**src/rtl/noise_channel_if.sv**
```systemverilog
// noise_channel_if: register-file / frame-sequencer side of the noise channel
// plus the sample and status outputs toward the mixer and $4015 read path.
//
// Signalling: every input strobe (enable_240hz, enable_120hz, reg_event) is a
// one-clk-wide qualifier sampled on the rising clk edge. There is no
// backpressure; the channel always accepts a strobe in the cycle it is high.
// Register bytes are level inputs and are read in the same cycle as a strobe.
interface noise_channel_if;
  logic       enable_240hz;
  logic       enable_120hz;
  logic       channel_enable;
  logic [7:0] reg_400C;
  logic [7:0] reg_400E;
  logic [7:0] reg_400F;
  logic       reg_event;
  logic [3:0] noise_data;
  logic       length_active;

  modport master (
    output enable_240hz, enable_120hz, channel_enable,
    output reg_400C, reg_400E, reg_400F, reg_event,
    input  noise_data, length_active
  );

  modport slave (
    input  enable_240hz, enable_120hz, channel_enable,
    input  reg_400C, reg_400E, reg_400F, reg_event,
    output noise_data, length_active
  );
endinterface

```
**src/rtl/noise_channel_gen.sv**
```systemverilog
// noise_channel_gen: APU noise channel. Prescaled period timer clocks an LFSR;
// a length counter gates the output; volume comes from the constant-volume
// field or the envelope decay unit.
// Optional feature macro: NOISE_ENVELOPE_EN builds the envelope decay unit.
// Without it the volume is always reg_400C[3:0].
module noise_channel_gen #(
  parameter int LFSR_WIDTH = 15,
  parameter int SHORT_TAP  = 6,
  parameter int CLK_DIV    = 1
) (
  input logic           clk,
  input logic           rst,
  noise_channel_if.slave bus
);

  localparam int PW = (CLK_DIV > 1) ? $clog2(CLK_DIV) : 1;

  logic [PW-1:0]         presc;
  logic                  tick;
  logic [11:0]           timer;
  logic                  timer_event;
  logic [LFSR_WIDTH-1:0] lfsr;
  logic                  feedback;
  logic [7:0]            length_cnt;
  logic [3:0]            volume;
  logic [3:0]            noise_q;
  logic                  unused_bits;

  function automatic logic [11:0] period_lut(input logic [3:0] sel);
    logic [11:0] p;
    case (sel)
      4'd0:    p = 12'h004;
      4'd1:    p = 12'h008;
      4'd2:    p = 12'h010;
      4'd3:    p = 12'h020;
      4'd4:    p = 12'h040;
      4'd5:    p = 12'h060;
      4'd6:    p = 12'h080;
      4'd7:    p = 12'h0A0;
      4'd8:    p = 12'h0CA;
      4'd9:    p = 12'h0FE;
      4'd10:   p = 12'h17C;
      4'd11:   p = 12'h1FC;
      4'd12:   p = 12'h2FA;
      4'd13:   p = 12'h3F8;
      4'd14:   p = 12'h7F2;
      default: p = 12'hFE4;
    endcase
    return p;
  endfunction

  function automatic logic [7:0] length_lut(input logic [4:0] sel);
    logic [7:0] l;
    case (sel)
      5'd0:  l = 8'h0A; 5'd1:  l = 8'hFE; 5'd2:  l = 8'h14; 5'd3:  l = 8'h02;
      5'd4:  l = 8'h28; 5'd5:  l = 8'h04; 5'd6:  l = 8'h50; 5'd7:  l = 8'h06;
      5'd8:  l = 8'hA0; 5'd9:  l = 8'h08; 5'd10: l = 8'h3C; 5'd11: l = 8'h0A;
      5'd12: l = 8'h0E; 5'd13: l = 8'h0C; 5'd14: l = 8'h1A; 5'd15: l = 8'h0E;
      5'd16: l = 8'h0C; 5'd17: l = 8'h10; 5'd18: l = 8'h18; 5'd19: l = 8'h12;
      5'd20: l = 8'h30; 5'd21: l = 8'h14; 5'd22: l = 8'h60; 5'd23: l = 8'h16;
      5'd24: l = 8'hC0; 5'd25: l = 8'h18; 5'd26: l = 8'h48; 5'd27: l = 8'h1A;
      5'd28: l = 8'h10; 5'd29: l = 8'h1C; 5'd30: l = 8'h20; default: l = 8'h1E;
    endcase
    return l;
  endfunction

  assign tick     = (presc == PW'(CLK_DIV - 1));
  assign feedback = lfsr[0] ^ (bus.reg_400E[7] ? lfsr[SHORT_TAP] : lfsr[1]);

  // Prescaler: one timer tick every CLK_DIV system clocks.
  always_ff @(posedge clk) begin
    if (rst)       presc <= '0;
    else if (tick) presc <= '0;
    else           presc <= presc + PW'(1);
  end

  // Period timer: reload on zero so a new period select only lands at reload.
  always_ff @(posedge clk) begin
    if (rst) begin
      timer       <= 12'd0;
      timer_event <= 1'b0;
    end else begin
      timer_event <= tick && (timer == 12'd0);
      if (tick) begin
        if (timer == 12'd0) timer <= period_lut(bus.reg_400E[3:0]);
        else                timer <= timer - 12'd1;
      end
    end
  end

  // LFSR: shift on timer_event; an all-zero state is recovered by reloading 1.
  always_ff @(posedge clk) begin
    if (rst)                lfsr <= LFSR_WIDTH'(1);
    else if (lfsr == '0)    lfsr <= LFSR_WIDTH'(1);
    else if (timer_event)   lfsr <= {feedback, lfsr[LFSR_WIDTH-1:1]};
  end

  // Length counter: channel disable wins, then a $400F load, then half-frame decrement.
  always_ff @(posedge clk) begin
    if (rst)                      length_cnt <= 8'd0;
    else if (!bus.channel_enable) length_cnt <= 8'd0;
    else if (bus.reg_event)       length_cnt <= length_lut(bus.reg_400F[7:3]);
    else if (bus.enable_120hz && (length_cnt != 8'd0) && !bus.reg_400C[5])
      length_cnt <= length_cnt - 8'd1;
  end

`ifdef NOISE_ENVELOPE_EN
  logic       start_flag;
  logic [3:0] divider;
  logic [3:0] decay;

  // Envelope: a $400F write arms a restart that the next quarter-frame performs.
  always_ff @(posedge clk) begin
    if (rst) begin
      start_flag <= 1'b0;
      divider    <= 4'd0;
      decay      <= 4'd0;
    end else if (bus.reg_event) begin
      start_flag <= 1'b1;
    end else if (bus.enable_240hz) begin
      if (start_flag) begin
        start_flag <= 1'b0;
        decay      <= 4'd15;
        divider    <= bus.reg_400C[3:0];
      end else if (divider == 4'd0) begin
        divider <= bus.reg_400C[3:0];
        if (decay != 4'd0)       decay <= decay - 4'd1;
        else if (bus.reg_400C[5]) decay <= 4'd15;
      end else begin
        divider <= divider - 4'd1;
      end
    end
  end

  assign volume      = bus.reg_400C[4] ? bus.reg_400C[3:0] : decay;
  assign unused_bits = ^{bus.reg_400C[7:6], bus.reg_400E[6:4], bus.reg_400F[2:0]};
`else
  assign volume      = bus.reg_400C[3:0];
  assign unused_bits = ^{bus.reg_400C[7:6], bus.reg_400C[4], bus.reg_400E[6:4],
                         bus.reg_400F[2:0], bus.enable_240hz};
`endif

  // Output sample: silent when the length counter has expired or LFSR bit0 is set.
  always_ff @(posedge clk) begin
    if (rst)                                   noise_q <= 4'd0;
    else if ((length_cnt == 8'd0) || lfsr[0])  noise_q <= 4'd0;
    else                                       noise_q <= volume;
  end

  assign bus.noise_data    = noise_q;
  assign bus.length_active = (length_cnt != 8'd0);

endmodule

```
**src/flat_wrapper.sv**
```systemverilog
// flat-port wrapper written by rule: the top's interface ports become plain ports
module noise_channel_gen_flat 
#(
  parameter int LFSR_WIDTH = 15,
  parameter int SHORT_TAP  = 6,
  parameter int CLK_DIV    = 1
)
  (clk, rst, bus_enable_240hz, bus_enable_120hz, bus_channel_enable, bus_reg_400C, bus_reg_400E, bus_reg_400F, bus_reg_event, bus_noise_data, bus_length_active);
  noise_channel_if bus_i ();
  input logic clk;
  input logic rst;
  input wire logic [$bits(bus_i.enable_240hz)-1:0] bus_enable_240hz;
  input wire logic [$bits(bus_i.enable_120hz)-1:0] bus_enable_120hz;
  input wire logic [$bits(bus_i.channel_enable)-1:0] bus_channel_enable;
  input wire logic [$bits(bus_i.reg_400C)-1:0] bus_reg_400C;
  input wire logic [$bits(bus_i.reg_400E)-1:0] bus_reg_400E;
  input wire logic [$bits(bus_i.reg_400F)-1:0] bus_reg_400F;
  input wire logic [$bits(bus_i.reg_event)-1:0] bus_reg_event;
  output wire logic [$bits(bus_i.noise_data)-1:0] bus_noise_data;
  output wire logic [$bits(bus_i.length_active)-1:0] bus_length_active;
  assign bus_i.enable_240hz = bus_enable_240hz;
  assign bus_i.enable_120hz = bus_enable_120hz;
  assign bus_i.channel_enable = bus_channel_enable;
  assign bus_i.reg_400C = bus_reg_400C;
  assign bus_i.reg_400E = bus_reg_400E;
  assign bus_i.reg_400F = bus_reg_400F;
  assign bus_i.reg_event = bus_reg_event;
  assign bus_noise_data = bus_i.noise_data;
  assign bus_length_active = bus_i.length_active;
  noise_channel_gen #(.LFSR_WIDTH(LFSR_WIDTH), .SHORT_TAP(SHORT_TAP), .CLK_DIV(CLK_DIV)) u_core (.clk(clk), .rst(rst), .bus(bus_i));
endmodule
```
**config.mk**
```make
export PLATFORM = sky130hd
export DESIGN_NAME = noise_channel_gen_flat
export DESIGN_NICKNAME = d
export VERILOG_FILES = /design/src/rtl/noise_channel_if.sv /design/src/rtl/noise_channel_gen.sv /design/src/flat_wrapper.sv
export SDC_FILE = /design/constraint.sdc
export NUM_CORES = 1
export LEC_CHECK = 0
export ABC_AREA = 1
export CORE_MARGIN = 5
export CORE_UTILIZATION = 55
export CTS_BUF_LIST = sky130_fd_sc_hd__clkbuf_8
export DETAILED_ROUTE_END_ITERATION = 6
export PLACE_DENSITY = 0.84
export SYNTH_ARGS = -nofsm -noshare
export SYNTH_HDL_FRONTEND = slang
export SYNTH_SLANG_ARGS = --single-unit
```
**constraint.sdc**
```tcl
create_clock -name clk -period 1.9 [get_ports clk]
set_input_delay 0.57 -clock clk [delete_from_list [all_inputs] [get_ports clk]]
set_output_delay 0.57 -clock clk [all_outputs]
set_load 0.03 [all_outputs]
```
==> flow_summary_export.csv, run 1 <==
group,metric,value,unit
final_layout,utilization,0.6965,
setup_path,critical_path.max_fanout,1,
synth,synth_top_family_by_area,"simple AND/OR/NAND/NOR gates",
setup_path,cp_top_family,"buffers and inverters",
sta,finalSetupViolations,0,
global_route,grt-ovfl-total,0,
route,vias,2724,
clock_tree,cts.sinks,41,
synth,synth_ff_type,"dfxtp_1",
synth,synth_edf_count,0,
final_layout,regArea,820.8,um^2
global_route,grt_max_degree,19,
placement,place_ws,-0.1672,ns
global_route,grt_usage,0.2051,
synth,synthTopCellsByArea,"dfxtp_1, nand2_1, nor2_1, nand3_1, inv_1",
route,post-route-drc-count,0,
synth,yosys.area.top_type,"dfxtp_1",
final_layout,multi_input_area,1664,um^2
setup_path,crit_path_top_delay_cell,"clkdlybuf4s50_1",
setup_path,cp_num_buf_inv,1,
sta,max_freq,543.0,MHz
synth,ys_seq_elements,41,
clock_tree,cts_buffers,5,
synth,synth_xor_area_frac,0.01591,
sta,fin_crit_sh,0.9692,
sta,finClkSkew,0.01628,ns
setup_path,r2r-end,"u_core.timer[7]$_SDFFE_PP0N_",
route,first_iter_violations,131,
synth,synth_area,2753,um^2
synth,synth.mux.area_fraction,0.04364,
setup_path,path_cells,"clkdlybuf4s50_1",
synth,synth_fa_ha_area_frac,0.04091,
route,first_pass_iters,4,
synth,synthCells,413,
hold_path,hold_class,"reg -> reg",
clock_tree,clk_latency,0.30,ns
clock_tree,root_buffer,"clkbuf_8",
pwr,peakVddDrop,0.0004620,V
setup_path,ff2ff_setup_slack,0.41,ns
synth,avgSynthCellArea,6.665,um^2
synth,yosysUniqueCellTypes,31,
sta,rsz0062_at_grt,"false",
global_route,grt_pass1_wl,10690,um
synth,synth_top_area_frac,0.2982,
pwr,cellLeakagePower,1.592,nW
sta,slew_violations,0,
placement,port_buffers,24,
synth,synth_nets,452,
placement,hpwl,4664,um
global_route,grt_pass1_vias,2538,
setup_path,path_depth,1,
final_layout,final_nets,495,
clock_tree,cts_htree_levels,2,
placement,gp_congestion,0.8853,
clock_tree,clock_path_buffers,2,
route,post_drt_via_cell_ratio,5.198,
floorplan,core_area,4786,um^2
clock_tree,clkTransAtPathRegs,0.08,ns
status,outcome,"completed",
sta,timing.final.crit_period,1.841,ns
placement,dp.cells,514,
floorplan,pin_count,35,
final_layout,finalNonFillerCells,524,
final_layout,diodes,0,
synth,ys_seq_area_frac,0.2982,
setup_path,critPathLaunchType,"flop",
sta,finalWorstSetupSlack,0.05852,ns
job,maxCapViolCount,0,
setup_path,critPathMaxStageDelay,0.66,ns
route,wl_per_cell,11.86,um
setup_path,worstPathRequired,1.33,ns
clock_tree,cts_tree,"built",
sta,tns,0,ns
synth,ys_warn_count,0,
floorplan,die_w,80.75,um
final_layout,drive_above_1_share,0.1707,
setup_path,arrival,1.27,ns
setup_path,critPathKind,"reg -> out",
global_route,grt_antenna_before_repair,0,
synth,synth-compound-area-share,0.1077,
setup_path,endpoint_kind,"output pin",
floorplan,fp.dieArea,6520,um^2
synth,synthArstFlopShare,0,
final_layout,syn2layout_area_growth,21.09,%
setup_path,rr_startpoint,"u_core.timer[0]$_SDFFE_PP0N_",
floorplan,start_util,0.5752,
final_layout,fillerInstances,408,
setup_path,r2r_cells,11,
route,antenna_left,0,
route,finalWirelength,6214,um
synth,yosys.area_share.simple,0.3950,
floorplan,row_count,25,
setup_path,critPathCapture,"bus_noise_data[1]",
pwr,pwr_density_cell,759.6,nW/um^2
setup_path,startpoint,"u_core.bus.noise_data[1]$_SDFF_PP0_",
floorplan,die-height,80.75,um
sta,finalHoldViolCount,0,
sequential cells by signal, summed over array words and instances (netlist names):
signal and count:
u_core.bus.noise_data 4, u_core.length_cnt 8, u_core.lfsr 15, u_core.presc 1, u_core.timer 12, u_core.timer_event 1
what timing repair did:
action	CTS	global route
endpoints found under the setup margin	1	2
pin swaps	1	1
hold buffers	0	0
gates resized for setup	1	2
setup buffers	2	0
per-layer routing:
metal,GRT usage,vias to the layer above,part of all wire
li1,-,1423,-
met1,0.2493,1221,0.46
met2,0.3634,64,0.47
met3,0.03769,16,0.051
met4,0.06926,0,0.023
met5,0,-,0
Yosys cell counts, drive strengths merged (3+ instances only):
| master | number |
|---|---|
| nand2 | 93 |
| nor2 | 73 |
| inv | 53 |
| nand3 | 43 |
| dfxtp | 41 |
| o21ai | 32 |
| a21oi | 23 |
| mux2i | 12 |
| buf | 9 |
| ha | 9 |
| nand4 | 8 |
| xor2 | 5 |
| nor4 | 3 |
cell usage in the layout, fill, tap and decap left out, types with 9 or more instances in the layout:
master | netlist | routed
a21oi_1 | 23 | 23
buf_4 | 2 | 23
clkdlybuf4s50_1 | 0 | 22
dfxtp_1 | 41 | 41
ha_1 | 9 | 9
inv_1 | 37 | 36
inv_2 | 15 | 16
mux2i_1 | 12 | 12
nand2_1 | 82 | 82
nand3_1 | 42 | 42
nor2_1 | 59 | 59
o21ai_0 | 16 | 16
o21ai_1 | 16 | 16
per-stage QoR:
step / total power, mW / hold slack, ns / cell area (um^2)
finish: 2.532 / 0.4833 / 3333
global route: 2.685 / 0.5299 / 3333
CTS: 2.546 / 0.4879 / 3331
detailed placement: 1.676 / 0.4762 / 3174
global placement: 1.660 / 0.4682 / 3174
floorplan: 1.494 / 0.4485 / 2753
cell families (layout without fill, tap and decap cells):
logic type | after synthesis | count (layout)
and+or+nand+nor | 221 | 221
buffers and inverters | 66 | 110
AOI/OAI and AO/OA | 58 | 58
DFF | 41 | 41
muxes | 12 | 12
adders and majority gates | 9 | 9
xor gates and xnor gates | 5 | 5
other | 1 | 1
worst min-delay path by stage:
stage	from	to	slack (ns)	cells after the start
finish	u_core.length_cnt[0]$_SDFFE_PP0P_	u_core.length_cnt[0]$_SDFFE_PP0P_	0.48	2
floorplan	u_core.length_cnt[0]$_SDFFE_PP0P_	u_core.length_cnt[0]$_SDFFE_PP0P_	0.45	2
global route	u_core.length_cnt[0]$_SDFFE_PP0P_	u_core.length_cnt[0]$_SDFFE_PP0P_	0.53	2
detailed placement	u_core.length_cnt[0]$_SDFFE_PP0P_	u_core.length_cnt[0]$_SDFFE_PP0P_	0.48	2
CTS	u_core.length_cnt[0]$_SDFFE_PP0P_	u_core.length_cnt[0]$_SDFFE_PP0P_	0.49	2
global placement	u_core.length_cnt[0]$_SDFFE_PP0P_	u_core.length_cnt[0]$_SDFFE_PP0P_	0.47	2
power breakdown:
part,leakage [nW],total (mW),internal (mW),switching [mW]
registers,0.334,0.950,0.900,0.0497
logic,1.19,0.733,0.287,0.446
clock network,0.0687,0.849,0.529,0.320
layout make-up:
class / instances / area share
multi-input cells: 306 / 0.4992
clock inverters: 3 / 0.02065
clock buffers: 5 / 0.02065
flip-flops and latches: 41 / 0.2462
repair buffers: 47 / 0.1250
well taps: 67 / 0.02515
inverters: 55 / 0.06306
Note: power is estimated with default switching activity, not from simulation.
==> inputs of run 2 (changes only) <==
--- a/config.mk
+++ b/config.mk
@@ -6,10 +6,12 @@
 export NUM_CORES = 1
 export LEC_CHECK = 0
 export ABC_AREA = 1
+export CORE_ASPECT_RATIO = 0.8
 export CORE_MARGIN = 5
-export CORE_UTILIZATION = 55
+export CORE_UTILIZATION = 52
 export CTS_BUF_LIST = sky130_fd_sc_hd__clkbuf_8
 export DETAILED_ROUTE_END_ITERATION = 6
+export MAX_ROUTING_LAYER = met4
 export PLACE_DENSITY = 0.84
 export SYNTH_ARGS = -nofsm -noshare
 export SYNTH_HDL_FRONTEND = slang
==> constraint.sdc (replaced) <==
create_clock -name clk -period 1.6 [get_ports clk]
set_input_delay 0.48 -clock clk [delete_from_list [all_inputs] [get_ports clk]]
set_output_delay 0.48 -clock clk [all_outputs]
set_load 0.03 [all_outputs]
==> run 2 against run 1 <==
- the flow now finishes with violations (negative setup slack)
- hold slack improved by 0.038 ns
- die area is 5.2% higher
- via count grew 3.5%
- critical endpoint is now bus_length_active
- largest cell class unchanged
- highest routed layer unchanged
==> flow_summary_export.csv, run 2 (synthesized netlist as in run 1, its figures left out) <==
group,metric,value,unit
status,outcome,"complete, but fails checks",
status,violations,"negative setup slack",
setup_path,critPathLaunchType,"flop",
placement,hpwl,4695,um
pwr,seq_power_share,0.389,
clock_tree,cts_buffers,5,
pwr,total_power,2.907,mW
setup_path,critical_path.max_fanout,2,
hold_path,hold_class,"reg -> reg",
final_layout,final_nets,512,
sta,slew_violations,0,
sta,finalHoldViolCount,0,
final_layout,multi_input_area,1724,um^2
final_layout,largest_reg_flops,15,
pwr,cellLeakagePower,1.682,nW
pwr,power.share.switching,0.3394,
placement,port_buffers,24,
sta,finClkSkew,0.007411,ns
sta,timing.final.crit_period,1.677,ns
pwr,p_comb_frac,0.336,
sta,timing.hold.ws,0.5210,ns
final_layout,drive_above_1_share,0.2262,
pwr,switching_power,986.5,uW
global_route,grt_max_degree,19,
setup_path,worstPathRequired,1.12,ns
floorplan,fp.dieArea,6858,um^2
setup_path,r2r_cells,11,
floorplan,die-height,75.08,um
sta,finalSetupViolations,1,
global_route,grt_antenna_before_repair,0,
final_layout,fillerInstances,416,
clock_tree,clkTransAtPathRegs,0.07,ns
route,post_drt_via_cell_ratio,5.269,
final_layout,syn2layout_area_growth,26.82,%
final_layout,most-common-layout-cells,"nand2_1, nor2_1, nand3_1, dfxtp_1, buf_4",
final_layout,regArea,823.3,um^2
pwr,pwr_density_cell,832.7,nW/um^2
final_layout,utilization,0.6892,
route,first_pass_iters,6,
pwr,intPower,1.920,mW
clock_tree,root_buffer,"clkbuf_8",
clock_tree,cts_tree,"built",
global_route,grt_pass1_vias,2488,
pwr,peakVddDrop,0.0004922,V
placement,place_ws,-0.3495,ns
route,first_iter_violations,270,
setup_path,critPathKind,"reg -> out",
sta,tns,-0.07748,ns
global_route,grt-ovfl-total,0,
job,maxCapViolCount,0,
sta,rsz0062_at_grt,"true",
global_route,grt_pass1_wl,10810,um
route,vias,2819,
sta,finalWorstSetupSlack,-0.07748,ns
final_layout,regMostFlops,"u_core.lfsr",
route,wl_per_cell,12.39,um
floorplan,core_area,5065,um^2
global_route,grt_usage,0.1976,
pwr,clockPowerShare,0.275,
floorplan,row_count,23,
sta,max_freq,596.1,MHz
route,finalWirelength,6627,um
floorplan,die_w,91.35,um
floorplan,start_util,0.5435,
final_layout,largestRegisters,"u_core.lfsr x15, u_core.timer x12, u_core.length_cnt x8",
setup_path,arrival,1.20,ns
route,antenna_left,0,
hold_path,whs_path_depth,2,
placement,gp_congestion,0.9058,
route,post-route-drc-count,0,
final_layout,final_common_cell,"nand2_1",
floorplan,pin_count,35,
setup_path,endpoint_kind,"output pin",
clock_tree,clk_latency,0.30,ns
clock_tree,cts.sinks,41,
clock_tree,clock_path_buffers,2,
clock_tree,cts_htree_levels,2,
final_layout,diodes,0,
sta,fin_crit_sh,1.048,
run 2: changes by cell type in the layout (fill, tap and decap cells not counted), moves of 2 or more:
cell and delta:
buf_4 +15, clkdlybuf4s50_1 -6, ha_1 -5, dlygate4sd2_1 +4, ha_4 +3, inv_1 -3
inv_2 +3, buf_6 +2, dfxtp_1 -2, dfxtp_2 +2, dlymetal6s2s_1 +2, ha_2 +2
run 2: repair_timing:
action,in CTS,in global routing
hold buffers,0,0
pin swaps,3,6
resized for setup,14,13
setup buffers,3,9
endpoints found under the setup margin,8,12
run 2: layout make-up:
| type | instances | area share |
|---|---|---|
| multi-input cells | 306 | 0.4939 |
| flip-flops and latches | 41 | 0.2358 |
| repair buffers | 64 | 0.1581 |
| inverters | 55 | 0.06022 |
| well taps | 62 | 0.02222 |
| clock buffers | 5 | 0.01971 |
| clock inverters | 2 | 0.01004 |
run 2: path summary, 6_finish.rpt:
kind	startpoint	endpoint	slack [ns]
setup / recovery	u_core.length_cnt[1]$_SDFFE_PP0P_	bus_length_active	-0.08
hold reg to reg	u_core.length_cnt[6]$_SDFFE_PP0P_	u_core.length_cnt[6]$_SDFFE_PP0P_	0.52
hold / removal	u_core.length_cnt[6]$_SDFFE_PP0P_	u_core.length_cnt[6]$_SDFFE_PP0P_	0.52
setup reg to reg	u_core.length_cnt[1]$_SDFFE_PP0P_	u_core.length_cnt[1]$_SDFFE_PP0P_	0.07
run 2: power groups by stage:
stage	sequential (mW)	combinational, mW	clock [mW]
after floorplan	1.14	0.638	0
after global placement	1.15	0.846	0
after detailed placement	1.15	0.870	0
final	1.13	0.976	0.800
after global routing	1.13	1.07	0.855
after CTS	1.13	0.901	0.813
run 2: per-layer routing:
layer,vias up,wire length [um],global-route usage
li1,1445,-,-
met1,1264,3031,0.2470
met2,94,3037,0.3224
met3,16,419,0.03297
met4,0,138,0.07980
met5,-,0,-
run 2: critical path, cell delays in order, from the launching register on:
cell and delay [ns]:
dfxtp_2 0.32, inv_2 0.07, ha_4 0.13, inv_2 0.04, nor2_4 0.10, nand4_4 0.09, buf_6 0.15
run 2: stage by stage:
stage               std cells  area, um^2
floorplan                 413        2753
global placement          516        3221
detailed placement        516        3221
CTS                       526        3377
global route              535        3491
finish                    535        3491
